**src/rtl/hazard_ctrl_if.sv**
```systemverilog
// hazard_ctrl_if -- bundle between the pipeline datapath and the hazard controller.
//
// Optional macro: HAZARD_PERF_CNT_EN adds the stall_cnt / flush_cnt counters.
//
// Signals:
//   id_rs1, id_rs2          source register addresses of the instruction in ID
//   id_use_rs1, id_use_rs2  source actually read by the ID instruction
//   ex_rd, mem_rd, wb_rd    destination held in ID_EX, EX_MEM, MEM_WB
//   ex_rf_we, mem_rf_we,
//   wb_rf_we                register-file write enable travelling with each stage
//   pc_src                  taken branch resolved in MEM
//   pc_en, if_id_en         PC and IF_ID load enables
//   if_id_flush,
//   id_ex_bubble,
//   ex_mem_flush            synchronous clears of the pipeline registers
//   stall                   RAW stall active this cycle
//   hz_state                controller state (RUN=0, STALL=1, FLUSH=2)
//   hz_err                  sticky stall-overrun flag
//   stall_cnt, flush_cnt    performance counters (HAZARD_PERF_CNT_EN only)
//
// Modports: master = pipeline datapath, slave = hazard_ctrl.
interface hazard_ctrl_if;
    logic [4:0]  id_rs1;
    logic [4:0]  id_rs2;
    logic        id_use_rs1;
    logic        id_use_rs2;
    logic [4:0]  ex_rd;
    logic [4:0]  mem_rd;
    logic [4:0]  wb_rd;
    logic        ex_rf_we;
    logic        mem_rf_we;
    logic        wb_rf_we;
    logic        pc_src;
    logic        pc_en;
    logic        if_id_en;
    logic        if_id_flush;
    logic        id_ex_bubble;
    logic        ex_mem_flush;
    logic        stall;
    logic [1:0]  hz_state;
    logic        hz_err;
`ifdef HAZARD_PERF_CNT_EN
    logic [31:0] stall_cnt;
    logic [31:0] flush_cnt;
`endif

    modport master (
        output id_rs1, id_rs2, id_use_rs1, id_use_rs2,
        output ex_rd, mem_rd, wb_rd, ex_rf_we, mem_rf_we, wb_rf_we, pc_src,
        input  pc_en, if_id_en, if_id_flush, id_ex_bubble, ex_mem_flush,
        input  stall, hz_state, hz_err
`ifdef HAZARD_PERF_CNT_EN
        , input stall_cnt, flush_cnt
`endif
    );

    modport slave (
        input  id_rs1, id_rs2, id_use_rs1, id_use_rs2,
        input  ex_rd, mem_rd, wb_rd, ex_rf_we, mem_rf_we, wb_rf_we, pc_src,
        output pc_en, if_id_en, if_id_flush, id_ex_bubble, ex_mem_flush,
        output stall, hz_state, hz_err
`ifdef HAZARD_PERF_CNT_EN
        , output stall_cnt, flush_cnt
`endif
    );
endinterface

```
**src/rtl/hazard_ctrl.sv**
```systemverilog
// hazard_ctrl -- RAW stall / branch flush controller for a 5-stage pipeline without forwarding.
//
// Optional macro: HAZARD_PERF_CNT_EN adds 32-bit wrapping stall and flush counters.
//
// Parameters:
//   STALL_MAX  longest legal run of consecutive stall cycles before hz_err sets
// Ports:
//   clk    single clock, rising edge
//   rst_n  asynchronous active-low reset
//   hz     hazard_ctrl_if.slave: ID sources, stage destinations, pc_src in;
//          enables, flushes, stall, hz_state, hz_err (and counters) out
module hazard_ctrl #(
    parameter int unsigned STALL_MAX = 3
) (
    input logic          clk,
    input logic          rst_n,
    hazard_ctrl_if.slave hz
);

    typedef enum logic [1:0] {
        StRun   = 2'd0,
        StStall = 2'd1,
        StFlush = 2'd2
    } hz_state_e;

    hz_state_e  state_q;
    logic [2:0] stall_run_q;  // consecutive stall cycles, saturating at 7
    logic       err_q;

    logic match_ex;
    logic match_mem;
    logic match_wb;
    logic hazard;
    logic stall;

    function automatic logic stage_match(input logic       we,
                                         input logic [4:0] rd,
                                         input logic [4:0] rs1,
                                         input logic [4:0] rs2,
                                         input logic       use1,
                                         input logic       use2);
        return we && (rd != 5'd0) && ((use1 && (rd == rs1)) || (use2 && (rd == rs2)));
    endfunction

    // WB is included: the register file write lands at the end of the cycle, so the
    // ID read in the same cycle would still see the stale value.
    always_comb begin
        match_ex  = stage_match(hz.ex_rf_we, hz.ex_rd, hz.id_rs1, hz.id_rs2,
                                hz.id_use_rs1, hz.id_use_rs2);
        match_mem = stage_match(hz.mem_rf_we, hz.mem_rd, hz.id_rs1, hz.id_rs2,
                                hz.id_use_rs1, hz.id_use_rs2);
        match_wb  = stage_match(hz.wb_rf_we, hz.wb_rd, hz.id_rs1, hz.id_rs2,
                                hz.id_use_rs1, hz.id_use_rs2);
        hazard    = match_ex | match_mem | match_wb;
        // A taken branch squashes the ID instruction, so its hazard is moot.
        stall     = hazard & ~hz.pc_src & (state_q != StFlush);
    end

    assign hz.stall        = stall;
    assign hz.pc_en        = ~stall;
    assign hz.if_id_en     = ~stall;
    assign hz.id_ex_bubble = stall | hz.pc_src;
    assign hz.if_id_flush  = hz.pc_src;
    assign hz.ex_mem_flush = hz.pc_src;
    assign hz.hz_state     = state_q;
    assign hz.hz_err       = err_q;

    always_ff @(posedge clk or negedge rst_n) begin
        if (!rst_n) begin
            state_q     <= StRun;
            stall_run_q <= 3'd0;
            err_q       <= 1'b0;
        end else begin
            if (hz.pc_src) begin
                state_q <= StFlush;
            end else if (stall) begin
                state_q <= StStall;
            end else begin
                state_q <= StRun;
            end

            if (stall) begin
                if (stall_run_q != 3'd7) begin
                    stall_run_q <= stall_run_q + 3'd1;
                end
                // This edge would take the run past STALL_MAX.
                if (32'(stall_run_q) >= STALL_MAX) begin
                    err_q <= 1'b1;
                end
            end else begin
                stall_run_q <= 3'd0;
            end
        end
    end

`ifdef HAZARD_PERF_CNT_EN
    logic [31:0] stall_cnt_q;
    logic [31:0] flush_cnt_q;

    always_ff @(posedge clk or negedge rst_n) begin
        if (!rst_n) begin
            stall_cnt_q <= 32'd0;
            flush_cnt_q <= 32'd0;
        end else begin
            if (stall) begin
                stall_cnt_q <= stall_cnt_q + 32'd1;
            end
            if (hz.pc_src) begin
                flush_cnt_q <= flush_cnt_q + 32'd1;
            end
        end
    end

    assign hz.stall_cnt = stall_cnt_q;
    assign hz.flush_cnt = flush_cnt_q;
`endif

endmodule
```
**src/flat_wrapper.sv**
```systemverilog
// flat-port wrapper written by rule: the top's interface ports become plain ports
module hazard_ctrl_flat 
#(
    parameter int unsigned STALL_MAX = 3
)
  (clk, rst_n, hz_id_rs1, hz_id_rs2, hz_id_use_rs1, hz_id_use_rs2, hz_ex_rd, hz_mem_rd, hz_wb_rd, hz_ex_rf_we, hz_mem_rf_we, hz_wb_rf_we, hz_pc_src, hz_pc_en, hz_if_id_en, hz_if_id_flush, hz_id_ex_bubble, hz_ex_mem_flush, hz_stall, hz_hz_state, hz_hz_err);
  hazard_ctrl_if hz_i ();
  input logic clk;
  input logic rst_n;
  input wire logic [$bits(hz_i.id_rs1)-1:0] hz_id_rs1;
  input wire logic [$bits(hz_i.id_rs2)-1:0] hz_id_rs2;
  input wire logic [$bits(hz_i.id_use_rs1)-1:0] hz_id_use_rs1;
  input wire logic [$bits(hz_i.id_use_rs2)-1:0] hz_id_use_rs2;
  input wire logic [$bits(hz_i.ex_rd)-1:0] hz_ex_rd;
  input wire logic [$bits(hz_i.mem_rd)-1:0] hz_mem_rd;
  input wire logic [$bits(hz_i.wb_rd)-1:0] hz_wb_rd;
  input wire logic [$bits(hz_i.ex_rf_we)-1:0] hz_ex_rf_we;
  input wire logic [$bits(hz_i.mem_rf_we)-1:0] hz_mem_rf_we;
  input wire logic [$bits(hz_i.wb_rf_we)-1:0] hz_wb_rf_we;
  input wire logic [$bits(hz_i.pc_src)-1:0] hz_pc_src;
  output wire logic [$bits(hz_i.pc_en)-1:0] hz_pc_en;
  output wire logic [$bits(hz_i.if_id_en)-1:0] hz_if_id_en;
  output wire logic [$bits(hz_i.if_id_flush)-1:0] hz_if_id_flush;
  output wire logic [$bits(hz_i.id_ex_bubble)-1:0] hz_id_ex_bubble;
  output wire logic [$bits(hz_i.ex_mem_flush)-1:0] hz_ex_mem_flush;
  output wire logic [$bits(hz_i.stall)-1:0] hz_stall;
  output wire logic [$bits(hz_i.hz_state)-1:0] hz_hz_state;
  output wire logic [$bits(hz_i.hz_err)-1:0] hz_hz_err;
  assign hz_i.id_rs1 = hz_id_rs1;
  assign hz_i.id_rs2 = hz_id_rs2;
  assign hz_i.id_use_rs1 = hz_id_use_rs1;
  assign hz_i.id_use_rs2 = hz_id_use_rs2;
  assign hz_i.ex_rd = hz_ex_rd;
  assign hz_i.mem_rd = hz_mem_rd;
  assign hz_i.wb_rd = hz_wb_rd;
  assign hz_i.ex_rf_we = hz_ex_rf_we;
  assign hz_i.mem_rf_we = hz_mem_rf_we;
  assign hz_i.wb_rf_we = hz_wb_rf_we;
  assign hz_i.pc_src = hz_pc_src;
  assign hz_pc_en = hz_i.pc_en;
  assign hz_if_id_en = hz_i.if_id_en;
  assign hz_if_id_flush = hz_i.if_id_flush;
  assign hz_id_ex_bubble = hz_i.id_ex_bubble;
  assign hz_ex_mem_flush = hz_i.ex_mem_flush;
  assign hz_stall = hz_i.stall;
  assign hz_hz_state = hz_i.hz_state;
  assign hz_hz_err = hz_i.hz_err;
  hazard_ctrl #(.STALL_MAX(STALL_MAX)) u_core (.clk(clk), .rst_n(rst_n), .hz(hz_i));
endmodule
```
**config.mk**
```make
export PLATFORM = sky130hd
export DESIGN_NAME = hazard_ctrl_flat
export DESIGN_NICKNAME = d
export VERILOG_FILES = /design/src/rtl/hazard_ctrl_if.sv /design/src/rtl/hazard_ctrl.sv /design/src/flat_wrapper.sv
export SDC_FILE = /design/constraint.sdc
export NUM_CORES = 1
export LEC_CHECK = 0
export ABC_AREA = 1
export ABC_CLOCK_PERIOD_IN_PS = 1260
export BUFFER_PORTS_ARGS = -buffer_cell sky130_fd_sc_hd__buf_4
export CAP_MARGIN = 10
export CORE_MARGIN = 2
export CORE_UTILIZATION = 42
export DETAILED_ROUTE_END_ITERATION = 10
export PLACE_DENSITY = 0.83
export SYNTH_ARGS = -nofsm -noshare
export SYNTH_HDL_FRONTEND = slang
export SYNTH_SLANG_ARGS = --single-unit
export TNS_END_PERCENT = 5
```
**constraint.sdc**
```tcl
create_clock -name clk -period 1.26 [get_ports clk]
set_clock_uncertainty 0.1 [all_clocks]
set_input_delay 0.189 -clock clk [delete_from_list [all_inputs] [get_ports clk]]
set_output_delay 0.189 -clock clk [all_outputs]
set_load 0.03 [all_outputs]
```
[Word level (Yosys, flattened, before mapping)]
Index checks and enable logic that the tools add are counted.
Word-level totals
  register bits: 6
  bits in latches: 0
  RAM bits: 0
  ROM bits: 0
  bits of input ports: 33
  output and inout bits: 9
  word-level logic and storage cells: 44
  memories: 0
Operators by class
  add/sub/neg operators: 1
  $mul: 0
  div/mod/pow operators: 0
  magnitude comparators: 1
  equal/unequal tests: 9
  shift operators: 0
  multiplexer cells: 4
  bitwise gates (word level): 7
  reductions and logical operators: 19
Operators with widths (number)
  == test 5 bit: 6
  nonzero test 5 bit: 3
  logical AND 1 bit: 12
  two-way mux 3 bit: 2
  != test 2 bit, second input constant: 2
  adder 3 x 1 -> 3 bit, second input constant: 1
  greater-or-equal comparator 3 x 2 -> 1 bit, second input constant: 1
  logical OR 1 bit: 3
  != test 3 bit, second input constant: 1
  bitwise OR 1 bit: 3
  bitwise AND 1 bit: 2
  two-way mux 2 bit: 1
  NOT 1 bit: 2
  AND reduction 2 bit: 1
  two-way mux 1 bit: 1

[Depth between registers and ports, before layout]
  word-level depth: 10
  mapped depth: 10
  mapped depth without buffers: 10

[Worst setup path after synthesis]
Ideal clock, no wire load.
  path type: reg-to-output
  start point: register u_core.state_q[0] (netlist: u_core.hz.hz_state[0])
  end point: output hz_id_ex_bubble
  data arrival time: 1234 ps
  required time: 971 ps
  slack: -263 ps
  cell stages (with the launch flop): 5
  buffers on the path: 0
  cells stage by stage: dfrtp_1 > inv_1 > a21oi_1 > nand2_4 > nand2_1
On the way
  longest elaborated chain between the ends: 3
RTL lines
  start, declared: line hazard_ctrl.sv:26  | hz_state_e state_q;
  start signal, assigned: line hazard_ctrl.sv:70  | state_q <= StRun;
  start signal, assigned: line hazard_ctrl.sv:75  | state_q <= StFlush;
  start signal, assigned: line hazard_ctrl.sv:77  | state_q <= StStall;
  != test 2 bit: line hazard_ctrl.sv:56  | stall = hazard & ~hz.pc_src & (state_q != StFlush);
  bitwise AND 1 bit: line hazard_ctrl.sv:56
  bitwise OR 1 bit: line hazard_ctrl.sv:62  | assign hz.id_ex_bubble = stall | hz.pc_src;
  end, declared: line flat_wrapper.sv:24  | output wire logic [$bits(hz_i.id_ex_bubble)-1:0] hz_id_ex_bubble;
Every way passes these cells.

[Worst setup path after layout]
  start point: input hz_ex_rd[1]
  end point: output hz_stall
On the way
  longest elaborated chain between the ends: 8
  elaborated cells on any way between the ends: 12
  those cells by class: 2 x eq/ne; 4 x bitwise; 6 x reduce/logical
RTL lines
  start, declared: line flat_wrapper.sv:14  | input wire logic [$bits(hz_i.ex_rd)-1:0] hz_ex_rd;
  == test 5 bit: line hazard_ctrl.sv:42  | return we && (rd != 5'd0) && ((use1 && (rd == rs1)) || (use2 && (rd == rs2)));
  logical AND 1 bit: line hazard_ctrl.sv:42
  logical OR 1 bit: line hazard_ctrl.sv:42
  logical AND 1 bit (*): line hazard_ctrl.sv:42
  bitwise OR 1 bit (*) (2 in series): line hazard_ctrl.sv:54  | hazard = match_ex | match_mem | match_wb;
  bitwise AND 1 bit (*) (2 in series): line hazard_ctrl.sv:56
  end, declared: line flat_wrapper.sv:26  | output wire logic [$bits(hz_i.stall)-1:0] hz_stall;
Every way passes the cells marked *; elsewhere a longest branch is shown, timed or not.

==> impl_metrics.json <==
{
  "n_antenna_cell": 0,
  "grt_pass1_wl_um": 5020,
  "via_per_inst": 5.25,
  "power.density_nw_per_um2": 510,
  "max_slew_margin": 0.855,
  "yosysSeqAreaShare": 0.165,
  "synth_ff_type": "dfrtp_1",
  "power_mw": 0.832,
  "max_freq_mhz": 650,
  "p_sw_frac": 0.385,
  "violations": "setup timing",
  "power_frac_seq": 0.240,
  "grt_usage": 0.264,
  "nets": 270,
  "fin_crit_sh": 1.22,
  "syn_to_final_growth_pct": 79.4,
  "drive_above_1_share": 0.504,
  "core_area_um2": 2000,
  "antenna_found_initial": 0,
  "yosys-top-cells-count": "82 x nand2_1, 24 x inv_1, 24 x nor2_1",
  "synth-edff-count": 0,
  "synthCells": 180,
  "clock_path_buffers": 2,
  "yosys.area.top_type": "nand2_1",
  "tns_ns": -1.38,
  "ys_seq_elements": 6,
  "crit_slowest_cell": "o21ai_1",
  "cts_buffers": 3,
  "grt_pass1_vias": 1156,
  "routabilityCongestion": 0.883,
  "cts_sinks": 6,
  "grt_max_degree": 7,
  "drtIter0Drc": 46,
  "synth.most_common_cell": "nand2_1",
  "chipWidth_um": 50.5,
  "hold_class": "input pin to register",
  "vdd_ir_drop_max_mv": 0.272,
  "crit_fanout": 6,
  "cp_top_family": "buffers and inverters",
  "path_clk_slew_ns": 0.05,
  "htreeDepth": 1,
  "num_rows": 16,
  "synthArstFlopShare": 1.00,
  "die-area_um2": 2550,
  "min_period_ns": 1.54,
  "finalSetupViolations": 8,
  "syn-cell-area_um2": 910,
  "grt_overflow": 0,
  "vias": 1361,
  "path_buf_inv": 5,
  "slew_viol_final": 0,
  "fin_area_um2": 1630,
  "switchingPower_mw": 0.320,
  "startpoint_type": "input pin",
  "hold_viol": 0,
  "yosysWarnings": 0,
  "clkLatencyLatePin_ns": 0.25,
  "synth_top_area_share": 0.338,
  "power_frac_clock": 0.225,
  "cts_tree": "yes",
  "wire_per_inst_um": 13.9,
  "max_stage_delay_ns": 0.18,
  "place_area_um2": 1300,
  "crit_path_cell_trace": "buf_4 -> inv_2 -> nand4_1 -> o21ai_1 -> inv_1 -> nand2_2 -> nand3_4 -> nand2_8 -> clkinvlp_4 -> buf_6",
  "tightest_slew_ns": 0.217,
  "synth_cell_type_count": 18,
  "ant_nets": 0,
  "synth_area_leaders": "nand2_1 34%, dfrtp_1 17%, inv_1 9.9%",
  "syn-num-nets": 216,
  "hpwl_um": 2480,
  "cp.arrival_ns": 1.25,
  "p_leak_nw": 0.903,
  "crit_type": "input pin to output pin",
  "cts-root-buf": "clkbuf_4",
  "setup.worst_path.end_class": "output pin",
  "maxCapViolCount": 0,
  "status": "finished, violations left",
  "p_int_mw": 0.511,
  "io_pins": 42,
  "port_buffers": 41,
  "fillers": 136,
  "drc": 0,
  "power.share.combinational": 0.535,
  "detailedRoute.firstPassIterationCount": 4,
  "wl_um": 3600,
  "rsz0062_at_grt": "true",
  "die_h_um": 50.5,
  "synth.avg_cell_area_um2": 5.05,
  "post-route-worst-setup-slack_ns": -0.277,
  "worstPathRequired_ns": 0.97,
  "start_util": 0.454,
  "rrSetupSlack_ns": -0.10
}
-- cells by family (layout without fill, tap and decap cells) --
logic type | Yosys count | in the layout | share of synthesized area
simple gates | 122 | 122 | 0.547
buf+inv | 36 | 88 | 0.161
compound gates | 11 | 11 | 0.0646
flops | 6 | 6 | 0.165
fa+ha+maj | 3 | 3 | 0.0413
xor+xnor | 1 | 1 | 0.00963
mux | 1 | 1 | 0.0110
-- what timing repair did --
item,in CTS,in global routing
resized for setup,28,54
endpoints found under the hold margin,6,0
hold buffers,1,0
endpoints found under the setup margin,8,9
pin swaps,10,31
buffers inserted,3,2
-- final timing paths --
check	startpoint	to	depth (start not counted)
max	hz_ex_rd[1]	hz_stall	10
max in group asynchronous	rst_n	u_core.stall_run_q[2]$_DFFE_PN0P_	2
min reg2reg	u_core.hz.hz_err$_DFFE_PN0P_	u_core.hz.hz_err$_DFFE_PN0P_	2
max reg2reg	u_core.stall_run_q[0]$_DFFE_PN0P_	u_core.hz.hz_err$_DFFE_PN0P_	5
min	hz_pc_src	u_core.hz.hz_state[1]$_DFF_PN0_	1
min in group asynchronous	rst_n	u_core.hz.hz_state[0]$_DFF_PN0_	2
-- sequential cells by signal (all words and copies together) (netlist names) --
| name | count |
|---|---|
| u_core.hz.hz_err | 1 |
| u_core.hz.hz_state | 2 |
| u_core.stall_run_q | 3 |
-- power groups by stage --
stage          registers, mW  logic [mW]  clock network, mW
2_1_floorplan          0.207       0.167                  0
3_3_place_gp           0.202       0.327                  0
3_5_place_dp           0.203       0.337                  0
4_1_cts                0.200       0.372              0.183
5_1_grt                0.200       0.480              0.194
6_report               0.200       0.445              0.187
-- layer usage --
| metal | vias up | routed length (µm) | GRT usage |
|---|---|---|---|
| li1 | 649 | - | - |
| met1 | 611 | 1260 | 0.289 |
| met2 | 81 | 1930 | 0.529 |
| met3 | 20 | 259 | 0.0238 |
| met4 | 0 | 156 | 0.0721 |
| met5 | - | 0 | 0 |
-- cell usage in the layout, fill, tap and decap left out, drive strengths merged --
master / count
nand3: 8
nor2: 28
ha: 3
inv: 32
o21ai: 8
nand4: 3
mux2i: 1
clkbuf: 3
nand2: 83
a21oi: 2
dfrtp: 6
a211o: 1
xor2: 1
dlygate4sd3: 1
clkinvlp: 1
buf: 51
-- per-stage QoR --
step | hold slack [ns] | worst slack [ns] | cells | util
detailed placement | -0.102 | -0.334 | 250 | 0.648
global placement | -0.105 | -0.250 | 250 | 0.648
floorplan | -0.207 | -0.0577 | 180 | -
global route | 0.00344 | -0.322 | 259 | 0.815
CTS | 0.00634 | -0.199 | 257 | 0.726
finish | 0.00876 | -0.277 | 259 | 0.815
-- layout make-up --
cell class,instances,area [µm²],share of cell area
Clock buffer,3,22.5,0.0138
Timing Repair Buffer,52,490,0.301
Tap cell,27,33.8,0.0207
Multi-Input combinational cell,138,761,0.466
Inverter,33,170,0.104
Sequential cell,6,154,0.0943
No activity file was read; power rests on OpenSTA's default activity.
